<file path="config.mk">
export PLATFORM = sky130hd
export DESIGN_NAME = traffic_light_ctrl
export DESIGN_NICKNAME = d
export VERILOG_FILES = /design/src/rtl/traffic_pkg.sv /design/src/rtl/traffic_light_ctrl_phase_timer.sv /design/src/rtl/traffic_light_ctrl.sv
export SDC_FILE = /design/constraint.sdc
export NUM_CORES = 1
export LEC_CHECK = 0
export ABC_AREA = 1
export BUFFER_PORTS_ARGS = -buffer_cell sky130_fd_sc_hd__buf_2
export CAP_MARGIN = 5
export CORE_MARGIN = 1.5
export CORE_UTILIZATION = 35
export CTS_BUF_LIST = sky130_fd_sc_hd__clkbuf_4
export DETAILED_ROUTE_END_ITERATION = 10
export GPL_TIMING_DRIVEN = 1
export PLACE_DENSITY = 0.66
export SKIP_CTS_REPAIR_TIMING = 1
export SYNTH_ARGS = -nofsm -noshare
export SYNTH_HDL_FRONTEND = slang
export SYNTH_SLANG_ARGS = --single-unit
export TNS_END_PERCENT = 30
</file>
<file path="constraint.sdc">
create_clock -name clk -period 2.8 [get_ports clk]
set_clock_uncertainty 0.2 [all_clocks]
set_input_delay 0.28 -clock clk [delete_from_list [all_inputs] [get_ports clk]]
set_output_delay 0.28 -clock clk [all_outputs]
set_load 0.03 [all_outputs]
</file>
<file path="src/rtl/traffic_pkg.sv">
// -----------------------------------------------------------------------------
// traffic_pkg
// Shared definitions for the two-road traffic light sequencer:
//   - 3-bit phase encodings (ST_*)
//   - lamp codes {R,Y,G}: LAMP_R, LAMP_Y, LAMP_G
//   - lamps_t: the lamp set driven for one phase
//   - dur():      ticks spent in a phase, given the configured phase lengths
//   - lamp_map(): lamp set for a phase
//   - max3():     helper for sizing the phase counter
// Optional feature macro used by the importers: PED_WALK_EN.
// -----------------------------------------------------------------------------
package traffic_pkg;

    localparam logic [2:0] ST_NS_GREEN     = 3'd0;
    localparam logic [2:0] ST_NS_YELLOW    = 3'd1;
    localparam logic [2:0] ST_EW_GREEN     = 3'd2;
    localparam logic [2:0] ST_EW_YELLOW    = 3'd3;
    localparam logic [2:0] ST_ALL_RED_WALK = 3'd4;

    localparam logic [2:0] LAMP_R = 3'b100;
    localparam logic [2:0] LAMP_Y = 3'b010;
    localparam logic [2:0] LAMP_G = 3'b001;

    typedef struct packed {
        logic [2:0] ns;
        logic [2:0] ew;
        logic       walk;
    } lamps_t;

    // Length of a phase in ticks. Unknown encodings report 1 so the
    // terminal compare fires at count 0.
    function automatic int unsigned dur(input logic [2:0]  state,
                                        input int unsigned green,
                                        input int unsigned yellow,
                                        input int unsigned walk);
        case (state)
            ST_NS_GREEN,  ST_EW_GREEN:  return green;
            ST_NS_YELLOW, ST_EW_YELLOW: return yellow;
            ST_ALL_RED_WALK:            return walk;
            default:                    return 1;
        endcase
    endfunction

    // Unknown encodings map to the all-red set, which is always safe.
    function automatic lamps_t lamp_map(input logic [2:0] state);
        case (state)
            ST_NS_GREEN:     return '{ns: LAMP_G, ew: LAMP_R, walk: 1'b0};
            ST_NS_YELLOW:    return '{ns: LAMP_Y, ew: LAMP_R, walk: 1'b0};
            ST_EW_GREEN:     return '{ns: LAMP_R, ew: LAMP_G, walk: 1'b0};
            ST_EW_YELLOW:    return '{ns: LAMP_R, ew: LAMP_Y, walk: 1'b0};
            ST_ALL_RED_WALK: return '{ns: LAMP_R, ew: LAMP_R, walk: 1'b1};
            default:         return '{ns: LAMP_R, ew: LAMP_R, walk: 1'b0};
        endcase
    endfunction

    function automatic int unsigned max3(input int unsigned a,
                                         input int unsigned b,
                                         input int unsigned c);
        int unsigned m;
        m = (a > b) ? a : b;
        return (m > c) ? m : c;
    endfunction

endpackage

</file>
<file path="src/rtl/traffic_light_ctrl_phase_timer.sv">
// -----------------------------------------------------------------------------
// phase_timer
// Tick-gated phase counter. It counts tick pulses from 0 up to `last`. The
// tick that arrives while count == last is the terminal tick: count reloads
// to zero on that edge.
// Ports:
//   clk       in   clock
//   rst       in   synchronous active-high reset, count <= 0
//   tick      in   advance strobe
//   clear     in   force count to 0 (used when the phase encoding is bad)
//   last      in   CW  terminal count value, i.e. DUR(phase)-1
//   terminal  out  count has reached `last`; the owner ANDs this with tick
// -----------------------------------------------------------------------------
module phase_timer #(
    parameter int CW = 3
) (
    input  logic          clk,
    input  logic          rst,
    input  logic          tick,
    input  logic          clear,
    input  logic [CW-1:0] last,
    output logic          terminal
);

    logic [CW-1:0] count;

    // In normal operation count never passes `last`, so >= behaves as ==.
    // The >= form also ends a phase whose count somehow ran past its limit.
    assign terminal = (count >= last);

    // NOTE: sequential state uses non-blocking assignments so every register
    // samples pre-edge values regardless of the order the blocks run in.
    always_ff @(posedge clk) begin
        if (rst || clear) begin
            count <= '0;
        end else if (tick) begin
            count <= terminal ? '0 : count + 1'b1;
        end
    end

endmodule

</file>
<file path="src/rtl/traffic_light_ctrl.sv">
// -----------------------------------------------------------------------------
// traffic_light_ctrl
// Two-road (NS/EW) traffic light sequencer driven by 1 Hz tick pulses.
// Phase order: NS_GREEN -> NS_YELLOW -> EW_GREEN -> EW_YELLOW -> NS_GREEN.
// Phase lengths are counted in ticks, never in clk cycles.
// Optional feature macro: PED_WALK_EN. When it is defined, a pedestrian
// request inserts an ALL_RED_WALK phase after EW_YELLOW.
// Ports:
//   clk         in   clock
//   rst         in   synchronous active-high reset
//   tick        in   1-cycle advance strobe
//   ped_req     in   pedestrian request, pulse or level
//   ns_light    out  3  NS lamps {R,Y,G}, one-hot, registered
//   ew_light    out  3  EW lamps {R,Y,G}, one-hot, registered
//   walk        out  pedestrian walk lamp, registered (tied 0 without macro)
//   phase_done  out  1-cycle pulse on each phase transition
// -----------------------------------------------------------------------------
module traffic_light_ctrl
    import traffic_pkg::*;
#(
    parameter int GREEN_TICKS  = 5,
    parameter int YELLOW_TICKS = 2,
    parameter int WALK_TICKS   = 4
) (
    input  logic       clk,
    input  logic       rst,
    input  logic       tick,
    input  logic       ped_req,
    output logic [2:0] ns_light,
    output logic [2:0] ew_light,
    output logic       walk,
    output logic       phase_done
);

    localparam int unsigned MAX_TICKS = max3(GREEN_TICKS, YELLOW_TICKS, WALK_TICKS);
    localparam int          CW        = $clog2(MAX_TICKS + 1);

    logic [2:0]    state;
    logic [2:0]    state_next;
    logic [CW-1:0] last;
    logic          terminal;
    logic          illegal;
    logic          advance;
    logic          ped_hit;
    lamps_t        lamps_next;

    // Without the walk feature, ALL_RED_WALK counts as an illegal encoding.
`ifdef PED_WALK_EN
    assign illegal = (state > ST_ALL_RED_WALK);
`else
    assign illegal = (state > ST_EW_YELLOW);
`endif

    assign last    = CW'(dur(state, GREEN_TICKS, YELLOW_TICKS, WALK_TICKS) - 1);
    assign advance = tick & terminal & ~illegal;

    phase_timer #(
        .CW (CW)
    ) u_timer (
        .clk      (clk),
        .rst      (rst),
        .tick     (tick),
        .clear    (illegal),
        .last     (last),
        .terminal (terminal)
    );

`ifdef PED_WALK_EN
    logic ped_pending;
`endif

    always_comb begin
        // NOTE: every signal written here gets a default first, so no path
        // leaves it unassigned and no latch is inferred.
        state_next = state;
        ped_hit    = 1'b0;
        if (illegal) begin
            state_next = ST_NS_GREEN;
        end else if (advance) begin
            case (state)
                ST_NS_GREEN:  state_next = ST_NS_YELLOW;
                ST_NS_YELLOW: state_next = ST_EW_GREEN;
                ST_EW_GREEN:  state_next = ST_EW_YELLOW;
                ST_EW_YELLOW: begin
`ifdef PED_WALK_EN
                    // A request arriving in this very cycle still counts.
                    if (ped_pending || ped_req) begin
                        state_next = ST_ALL_RED_WALK;
                        ped_hit    = 1'b1;
                    end else begin
                        state_next = ST_NS_GREEN;
                    end
`else
                    state_next = ST_NS_GREEN;
`endif
                end
                default:      state_next = ST_NS_GREEN;
            endcase
        end
    end

    assign lamps_next = lamp_map(state_next);

    // Lamps are registered from the next state. They switch on the same edge
    // as the phase and never pass through a combinational decode.
    always_ff @(posedge clk) begin
        if (rst) begin
            state      <= ST_NS_GREEN;
            ns_light   <= LAMP_G;
            ew_light   <= LAMP_R;
            phase_done <= 1'b0;
        end else begin
            state      <= state_next;
            ns_light   <= lamps_next.ns;
            ew_light   <= lamps_next.ew;
            phase_done <= advance;
        end
    end

`ifdef PED_WALK_EN
    // The sticky request is consumed by the EW_YELLOW -> walk transition.
    // A request during the walk phase arms it again for the next cycle.
    always_ff @(posedge clk) begin
        if (rst) begin
            ped_pending <= 1'b0;
            walk        <= 1'b0;
        end else begin
            walk <= lamps_next.walk;
            if (ped_hit) begin
                ped_pending <= 1'b0;
            end else if (ped_req) begin
                ped_pending <= 1'b1;
            end
        end
    end
`else
    logic unused_ped;
    assign unused_ped = ^{ped_req, ped_hit, lamps_next.walk};
    assign walk       = 1'b0;
`endif

endmodule
</file>
==> reports/results.ini <==
[setup_path]
timing.rr.end = ns_light[0]
crit_top_cell = nand2_1
worst-path-max-fanout = 5
worstSetupPathType = flop to flop
cp_slowest_cell = dfxtp_1
rrSetupSlack_ns = 0.58
cp.arrival_ns = 2.20
slowest_delay_ns = 0.40
r2r-start = state[2]
endpoint_kind = flop
reg2regPathDepth = 12
critPathLaunchType = flop
worst_ep_required_time_ns = 2.79
path_cells = inv_1 > nand2_1 > nand2_1 > ha_1 > xnor2_1 > ha_1 > a21oi_1 > nand2_2 > nand3_2 > nand3_1 > nand2_1 > inv_1

[floorplan]
die_y_um = 42.9
row_count = 14
core_um2 = 1490
chipWidth_um = 42.9
ios = 12
initial_core_util_pct = 37.4
die_area_um2 = 1840

[pwr]
p_comb_share_pct = 10.9
clkPwrFrac_pct = 35.7
powerDensity_nw_per_um2 = 547
p_seq_share_pct = 53.4
p_int_uw = 268
switching_share_pct = 25.4
netSwitchingPower_uw = 91.5
max-vdd-ir-drop_mv = 0.255
total_power_uw = 360
p_leak_uw = 0.000362

[timing]
setup-violations-final = 0
rsz0062_at_grt = false
finalCritPeriodShare_pct = 79.1
final.setup.tns_ns = 0
hold_violations = 0
drv_slew = 0
fmax_ghz = 0.451
min_period_ns = 2.22

[cts]
cts_tree = yes
clk_latency_ns = 0.28
numCtsBuffers = 3
htree_levels = 1
cts-root-buf = clkbuf_4
clk_pin_slew_worst_paths_ns = 0.08
cts.sinks = 13
clock_path_buffers = 2

[synthesis]
synth_compound_area_share_pct = 2.70
yosys.area.top_type_share_pct = 46.7
synth_xor_area_share_pct = 3.15
netlist_top_cells_area = dfxtp_1 (47%), ha_1 (11%), inv_1 (8.1%), nand2_1 (7.4%), nor2_1 (4.7%)
ys_seq_elements = 13
synth_top_area_cell = dfxtp_1
synth.avg_cell_area_um2 = 8.44
syn_inst = 66
synth_mux_area_share_pct = 0
ys_warn_count = 0
synth_adder_area_share_pct = 11.2
synth_top_family_by_area = simple AND/OR/NAND/NOR gates
netlist_area_um2 = 557
synth_cell_type_count = 16
post_synth_and_or_nand_nor_area_fraction_pct = 26.1
seq_area_frac_synth_pct = 46.7

[finish]
diodes = 0
final_nets = 90
mostFrequentLayoutCells = dfxtp_1 (13), inv_1 (12), nand2_1 (11)
area_growth_pct = 18.2
final_layout_size_suffix_gt1_share_pct = 22.5
postLayoutCellArea_um2 = 658
post-route-util_pct = 44.2
final_common_cell = dfxtp_1
nFillCells = 154

[grt]
overflow = 0
grt_max_degree = 8
grt_pass1_vias = 366
antenna_found_initial = 0
track_usage_pct = 11.2
grt_pass1_wl_um = 1390

[place]
placed_area_um2 = 618
port_buffers = 9
dp_hpwl_um = 628
gp_congestion = 0.773

[route]
postRouteAntennaNets = 0
wl_per_cell_um = 8.66
num_vias = 436
vias_per_cell = 4.54
drt_iter0_markers = 4
first_pass_iters = 2
drt-total-wl_um = 831
route.detailed.drc = 0

[status]
status = completed

[hold_path]
hp-start = tick
min_delay_worst_endpoint = u_timer.count[0]
worstHoldPathCells = 3
hp-class = input pin to flop

[flow_run]
drv_cap = 0

worst max-delay path, delay by kind of cell (launching register included):
family                     cells  cell delay, ns
and+or+nand+nor                6            0.58
AOI/OAI and AO/OA              1            0.18
adders and majority gates      2            0.46
xor gates and xnor gates       1            0.18
buffers and inverters          2            0.11
DFF                            1            0.40
Yosys cell counts:
library cell  instances
nand3_4               1
a21oi_1               3
nor2_1                7
ha_1                  5
inv_1                12
xor2_1                1
nand3_2               1
nand3_1               3
conb_1                1
dfxtp_1              13
nand2_2               3
xnor2_1               1
nand2_1              11
buf_4                 1
nor3_1                2
nand4_1               1
logic make-up (layout without fill, tap and decap cells):
logic type      after synthesis  after routing
fa+ha+maj                     5              5
compound gates                3              3
flops                        13             13
buf+inv                      13             26
other cells                   1              2
simple gates                 29             29
xor+xnor                      2              2
metrics by stage:
stage	hold slack, ns	instances	worst slack [ns]
final	0.117	96	0.584
after global routing	0.122	96	0.370
after CTS	-0.0315	95	0.567
after detailed placement	0.252	91	0.593
after global placement	0.254	91	0.635
after floorplan	0.157	67	0.789
sequential cells by signal, indices dropped and copies added (netlist names):
register       cells
u_timer.count      3
phase_done         1
ew_light           3
state              3
ns_light           3
power groups by stage:
stage / clock, µW / sequential, µW / combinational, µW
2_1_floorplan: 0 / 199 / 27.6
3_3_place_gp: 0 / 196 / 37.5
3_5_place_dp: 0 / 196 / 38.4
4_1_cts: 134 / 192 / 38.6
5_1_grt: 141 / 193 / 45.2
6_report: 128 / 192 / 39.3
per-layer routing:
layer  share of wire (%)  GRT usage (%)  vias up  wire length (µm)
met4                 5.5           15.0        0                46
li1                    -              -      229                 -
met5                   0              0        -                 0
met1                  48           12.1      193               396
met2                  44           15.5        9               362
met3                 3.1           2.55        5                26
worst max path at each step:
stage / from / to / slack (ns) / depth (start not counted)
floorplan: state[2] / ns_light[0] / 0.79 / 12
global placement: state[2] / ns_light[0] / 0.63 / 12
detailed placement: state[2] / ns_light[0] / 0.59 / 12
CTS: state[2] / ns_light[0] / 0.57 / 12
global route: state[0] / ew_light[0] / 0.37 / 13
finish: state[2] / ns_light[0] / 0.58 / 12
final cells by class:
cell class,count,area [µm²],share of cell area (%)
clock buffer,4,30.0,4.56
sequential,13,260,39.5
timing repair buffer,10,55.1,8.37
multi-input combinational,41,248,37.6
inverter,12,45.0,6.84
tap,16,20.0,3.04
Note: power is estimated with default switching activity, not from simulation.
